**config.mk**
```make
export PLATFORM = sky130hd
export DESIGN_NAME = cache_controller
export DESIGN_NICKNAME = d
export VERILOG_FILES = /design/src/rtl/cache_controller.sv
export SDC_FILE = /design/constraint.sdc
export NUM_CORES = 2
export LEC_CHECK = 0
export ABC_AREA = 0
export CAP_MARGIN = 20
export CORE_MARGIN = 2
export CORE_UTILIZATION = 45
export CTS_BUF_LIST = sky130_fd_sc_hd__clkbuf_8
export DETAILED_ROUTE_END_ITERATION = 10
export GPL_TIMING_DRIVEN = 1
export SETUP_SLACK_MARGIN = 0.2
export SLEW_MARGIN = 20
export SYNTH_ARGS = -nofsm -noshare
export SYNTH_HDL_FRONTEND = slang
export SYNTH_SLANG_ARGS = --single-unit
export TNS_END_PERCENT = 1
```
**constraint.sdc**
```tcl
create_clock -name clk -period 26.7 [get_ports clk]
set_input_delay 2.67 -clock clk [delete_from_list [all_inputs] [get_ports clk]]
set_output_delay 2.67 -clock clk [all_outputs]
set_load 0.01 [all_outputs]
```
**src/rtl/cache_controller.sv**
```systemverilog
// Fully associative key/value store scanned one entry per cycle.
// Define CACHE_CTRL_EVICT_EN to enable round-robin replacement when the store is full.
module cache_controller #(
  parameter int NUM_ENTRIES = 8,
  parameter int KEY_WIDTH   = 61,
  parameter int VALUE_WIDTH = 128
) (
  input  logic                               clk,
  input  logic                               rst,
  input  logic                               valid_in,
  input  logic [2:0]                         operation_in,
  input  logic [KEY_WIDTH-1:0]               key_in,
  input  logic [VALUE_WIDTH-1:0]             value_in,
  output logic                               ready_out,
  output logic                               done_out,
  output logic                               op_succ_out,
  output logic [VALUE_WIDTH-1:0]             value_out,
  output logic [$clog2(NUM_ENTRIES+1)-1:0]   count_out
);
  // state  | meaning
  // IDLE   | ready, accepts a request when valid_in is high
  // SCAN   | compares one entry per cycle, records first hit and lowest free slot
  // COMMIT | applies the storage update and registers the result
  // RESP   | done_out pulse, then back to IDLE
  localparam int IDX_W = $clog2(NUM_ENTRIES);
  localparam int CNT_W = $clog2(NUM_ENTRIES+1);
  localparam logic [2:0] OP_GET = 3'd1;
  localparam logic [2:0] OP_PUT = 3'd2;
  localparam logic [2:0] OP_DEL = 3'd3;
  localparam logic [IDX_W-1:0] LAST_IDX = IDX_W'(NUM_ENTRIES-1);
  localparam logic [CNT_W-1:0] MAX_CNT  = CNT_W'(NUM_ENTRIES);

  typedef enum logic [1:0] {S_IDLE, S_SCAN, S_COMMIT, S_RESP} state_t;

  state_t                 r_state;
  logic [NUM_ENTRIES-1:0] r_valid;
  logic [KEY_WIDTH-1:0]   r_key_mem [NUM_ENTRIES];
  logic [VALUE_WIDTH-1:0] r_val_mem [NUM_ENTRIES];
  logic [2:0]             r_op;
  logic [KEY_WIDTH-1:0]   r_key;
  logic [VALUE_WIDTH-1:0] r_val;
  logic [IDX_W-1:0]       r_idx;
  logic                   r_hit;
  logic [IDX_W-1:0]       r_hit_idx;
  logic                   r_free;
  logic [IDX_W-1:0]       r_free_idx;
  logic [CNT_W-1:0]       r_count;
  logic                   r_done;
  logic                   r_succ;
  logic [VALUE_WIDTH-1:0] r_value;
`ifdef CACHE_CTRL_EVICT_EN
  logic [IDX_W-1:0]       r_victim;
  logic                   w_evict;
`endif

  logic                   w_match;
  logic                   w_wr_en;
  logic [IDX_W-1:0]       w_wr_idx;
  logic                   w_set_valid;
  logic                   w_clr_valid;
  logic                   w_succ;

  assign w_match     = r_valid[r_idx] && (r_key_mem[r_idx] == r_key);
  assign ready_out   = (r_state == S_IDLE);
  assign done_out    = r_done;
  assign op_succ_out = r_succ;
  assign value_out   = r_value;
  assign count_out   = r_count;

  always_comb begin
    w_wr_en     = 1'b0;
    w_wr_idx    = r_hit_idx;
    w_set_valid = 1'b0;
    w_clr_valid = 1'b0;
    w_succ      = 1'b0;
`ifdef CACHE_CTRL_EVICT_EN
    w_evict     = 1'b0;
`endif
    case (r_op)
      OP_GET: w_succ = r_hit;
      OP_PUT: begin
        if (r_hit) begin
          w_wr_en = 1'b1;
          w_succ  = 1'b1;
        end else if (r_free) begin
          w_wr_en     = 1'b1;
          w_wr_idx    = r_free_idx;
          w_set_valid = 1'b1;
          w_succ      = 1'b1;
        end else begin
`ifdef CACHE_CTRL_EVICT_EN
          // store is full: every slot is valid, so count stays put
          w_wr_en  = 1'b1;
          w_wr_idx = r_victim;
          w_evict  = 1'b1;
          w_succ   = 1'b1;
`endif
        end
      end
      OP_DEL: begin
        w_clr_valid = r_hit;
        w_succ      = r_hit;
      end
      default: ;
    endcase
  end

  always_ff @(posedge clk or posedge rst) begin
    if (rst) begin
      r_state    <= S_IDLE;
      r_valid    <= '0;
      r_count    <= '0;
      r_done     <= 1'b0;
      r_succ     <= 1'b0;
      r_value    <= '0;
      r_idx      <= '0;
      r_hit      <= 1'b0;
      r_hit_idx  <= '0;
      r_free     <= 1'b0;
      r_free_idx <= '0;
`ifdef CACHE_CTRL_EVICT_EN
      r_victim   <= '0;
`endif
    end else begin
      case (r_state)
        S_IDLE: begin
          if (valid_in) begin
            r_state <= S_SCAN;
            r_idx   <= '0;
            r_hit   <= 1'b0;
            r_free  <= 1'b0;
          end
        end
        S_SCAN: begin
          if (!r_hit && w_match) begin
            r_hit     <= 1'b1;
            r_hit_idx <= r_idx;
          end
          if (!r_free && !r_valid[r_idx]) begin
            r_free     <= 1'b1;
            r_free_idx <= r_idx;
          end
          if (r_idx == LAST_IDX) r_state <= S_COMMIT;
          else                   r_idx   <= r_idx + 1'b1;
        end
        S_COMMIT: begin
          if (w_set_valid && r_count < MAX_CNT) begin
            r_valid[w_wr_idx] <= 1'b1;
            r_count           <= r_count + 1'b1;
          end
          if (w_clr_valid && r_count != '0) begin
            r_valid[r_hit_idx] <= 1'b0;
            r_count            <= r_count - 1'b1;
          end
`ifdef CACHE_CTRL_EVICT_EN
          if (w_evict) r_victim <= r_victim + 1'b1;
`endif
          r_succ  <= w_succ;
          r_value <= (r_op == OP_GET && r_hit) ? r_val_mem[r_hit_idx] : '0;
          r_done  <= 1'b1;
          r_state <= S_RESP;
        end
        S_RESP: begin
          r_done  <= 1'b0;
          r_state <= S_IDLE;
        end
        default: r_state <= S_IDLE;
      endcase
    end
  end

  // payload storage carries no reset; the valid bits alone define contents
  always_ff @(posedge clk) begin
    if (r_state == S_IDLE && valid_in) begin
      r_op  <= operation_in;
      r_key <= key_in;
      r_val <= value_in;
    end
    if (r_state == S_COMMIT && w_wr_en && !rst) begin
      r_key_mem[w_wr_idx] <= r_key;
      r_val_mem[w_wr_idx] <= r_val;
    end
  end
endmodule

```
==> summary.txt <==
Run status
  – Status: completed

CTS
  – CTS Sinks: about 1900
  – Root Buffer: clkbuf_8
  – Deepest clock path buffer count: 4
  – Resized cells post-CTS: 0
  – Cts bufs inserted: 319
  – Post-CTS Setup Bufs: 0
  – Cts hold-fix bufs: 0
  – Reg clk slew, reported paths: 0.05 ns
  – CTS tree: built
  – Clock latency on the worst-skew pair: 0.99 ns
  – CTS H-Tree Depth: 5

Global route
  – First-pass GRT wire length: ~220000 um
  – Largest net degree at the start of global routing: 129
  – Grt ovf: 0
  – Total track usage: 0.193
  – Initial antenna violation count: 6
  – Vias in the first global route: 34300

Logic synthesis
  – Syn_area_per_cell: 22.1 um^2
  – Synth area leader: edfxtp_1
  – Post-Syn Instances: around 3100
  – Post-synth ARST share: 0.0834
  – Synth Flop Type: edfxtp_1
  – Post-synth top area share: 0.741
  – Post-synth top cells: edfxtp_1 (1704), mux4_2 (348), mux2i_1 (236), dfrtp_1 (155), inv_1 (140)
  – Sequential-to-total area share from yosys stat: 0.797
  – Mapped Nets: between 3000 and 4000
  – Netlist cell types: 52
  – Synthesized cell area: just under 70000 um^2
  – Ys Warns: 0
  – Dominant cells by area after synthesis: edfxtp_1 (74%), mux4_2 (11%), dfrtp_1 (5.6%)
  – Synth Register Bits: between 1500 and 2000
  – Most frequent cell after synthesis: edfxtp_1
  – Number of synthesized flops with an enable pin: 1704

Setup path
  – FF-to-FF setup slack: ~22 ns
  – Required time worst endpoint: between 20 and 30 ns
  – Worst setup EP type: flip-flop
  – Largest delay contributor family on the critical path: buffers and inverters
  – CP arrival: between 6 and 7 ns
  – CP most frequent cell: buf_4
  – Worst-path cell chain: clkdlybuf4s50_1, nor2_1, nand2_1, nor2_4, buf_4, buf_4, buf_4
  – CP Launch Type: input pin
  – CP bufs+invs: 4
  – Critical path type: input pin to flip-flop
  – Critical path's slowest cell: buf_4
  – CP Launch Point: rst
  – CP Max Fanout: 60
  – Worst R2R Start: r_idx[1]
  – Max incr delay on CP: approximately 0.79 ns

STA
  – Final setup fails: 0
  – Fin. Hold Viols: 0
  – F_max: roughly 180 MHz
  – Clk_skew: approximately 0.085 ns
  – Final worst slack: roughly 21 ns
  – Post-layout min period: ~5.6 ns
  – Fin crit share: 0.211
  – Slew Limit Fails: 0
  – Slew margin rel.: 0.265
  – Worst-margin pin slew: between 1 and 1.5 ns
  – RSZ-0062 raised after global routing: false
  – Setup TNS: 0 ns

Hold path
  – Min-Delay Startpoint: done_out
  – HP Class: flip-flop to flip-flop

Pwr
  – P_int: 4.96 mW
  – Logic pwr share: 0.108
  – Reg power frac: 0.534
  – Net Sw Frac: 0.250
  – Leakage power: between 20 and 30 nW
  – NetSw: approximately 1.7 mW
  – Part of the power in the clock network: 0.358
  – VDD IR max: about 55 uV
  – Pwr/cell area: ~82 nW/um^2

Floorplanning
  – Total die area: about 160000 um^2
  – Die Ht: just under 400 um
  – # IOs: 330
  – Die W: about 400 um
  – Core ar.: 152000 um^2
  – Starting density of the core: 0.454
  – Row count: 143

Drt
  – Detail Route Antenna Nets: 0
  – Wire per inst: between 20 and 30 um
  – DR DRC count: 0
  – Vias/cell: between 5 and 6
  – Detailed Route WL: about 150000 um
  – Via count: about 32000
  – DRT iter0 DRCs: about 2600
  – Pre-antenna DRT Iters: 5

Cells and area
  – Layout area overhead: 16.9%
  – Layout cells sized above 1: 0.212
  – Design area: 80700 um^2
  – Final #Nets: 3884

Placed design
  – DP HPWL: around 80000 um
  – Setup WS pre-CTS: around 20 ns
  – IO Port Bufs: roughly 330
  – Post-DP Area: 74900 um^2
  – RePlAce Congestion: between 0.7 and 0.8

Flow run
  – Max Cap Viol: 0
## layout make-up
class / count / area, um^2
repair buffers: 380 / 3760
diodes: 4 / 10.0
clock buffers: 349 / 4800
multi-input cells: 980 / 13000
clock inverters: 204 / 1040
flip-flops and latches: 1859 / 55100
fillers: 11800 / 71500
well taps: 2030 / 2540
inverters: 140 / 541
## power by group through the flow
stage / sequential [mW] / combinational [mW] / clock, mW
after floorplan: 3.52 / 0.517 / 0
after global placement: 3.58 / 0.722 / 0
after detailed placement: 3.59 / 0.726 / 0
after CTS: 3.53 / 0.730 / 2.44
after global routing: 3.55 / 0.774 / 2.56
final: 3.53 / 0.716 / 2.36
## worst reg2reg max path, stage by stage (launching register included)
cell	delay, ns
dfrtp_4	0.88
buf_4	0.85
buf_4	0.74
mux4_2	0.60
mux2i_1	0.17
xor2_1	0.17
nand4_1	0.18
nor4_1	0.38
nand4_1	0.29
nor3_4	0.33
mux2_1	0.35
## state kept, by name (all words and copies together) (netlist names)
name and count:
r_key 61, r_free_idx 3, r_idx 3, count_out 4, r_hit 1, value_out 128
r_val 128, r_op 3, r_val_mem 1024, r_hit_idx 3, op_succ_out 1, r_valid 8
r_key_mem 488, r_free 1, r_state 2, done_out 1
## routing by layer
| layer | vias to the layer above | routed length (um) | GRT usage |
|---|---|---|---|
| li1 | 14000 | - | - |
| met1 | 17100 | 66800 | 0.271 |
| met2 | 935 | 72400 | 0.302 |
| met3 | 270 | 8210 | 0.0413 |
| met4 | 4 | 3810 | 0.0655 |
| met5 | - | 27 | 0 |
## worst paths after layout
| kind | cells past startpoint | endpoint |
|---|---|---|
| worst max-delay path | 7 | r_val_mem[5][39] |
| worst max register to register | 10 | r_hit_idx[0] |
| max in group asynchronous | 3 | value_out[2] |
| worst min-delay path | 2 | done_out |
| min in group asynchronous | 2 | r_idx[2] |
| worst min register to register | 2 | done_out |
## logic make-up (layout without fill, tap and decap cells)
kind of cell,count (synthesis),count (layout),share of synthesized area
adders and majority gates,9,9,0.00174
AOI/OAI and AO/OA,211,211,0.0198
buffers and inverters,287,1073,0.0164
other,0,4,0
muxes,595,595,0.149
DFF,1859,1859,0.797
xor gates and xnor gates,59,59,0.00748
and+or+nand+nor,106,106,0.00803
## placed cells by master (no fill, tap or decap), types with 5 or more instances in the layout
cell             synthesis  final
a21oi_1                 17     17
a221oi_1                 8      8
a22o_1                   9      9
a22oi_1                 11     11
a31oi_1                  8      8
buf_12                   0      7
buf_4                    4     44
bufinv_16                0      7
clkbuf_8                 0    349
clkdlybuf4s50_1          0    329
clkinv_1                 0     48
clkinv_2                 0     39
dfrtp_1                155    149
dfrtp_4                  0      6
edfxtp_1              1704   1704
ha_1                     8      7
inv_1                  140    240
mux2_2                   8      8
mux2i_1                236    236
mux4_2                 348    348
nand2_1                 27     27
nand2b_1                 5      5
nand4_1                  6      6
nor2_1                  28     20
nor2_4                   0      8
nor2b_1                  7      7
nor4_1                   6      6
o2111ai_1                5      5
o21ai_0                 12     12
o22ai_1                130    130
xnor2_1                 18     18
xor2_1                  41     41
## stage by stage
step                       util  power [mW]  cells  hold slack (ns)
final                     0.530        6.61   5946            0.504
after CTS                 0.530        6.70   5942            0.510
after global placement    0.492        4.31   5389            0.477
after floorplan               -        4.04   3126            0.487
after global routing      0.530        6.88   5945            0.523
after detailed placement  0.492        4.32   5389            0.497
Note: power is estimated with default switching activity, not from simulation.
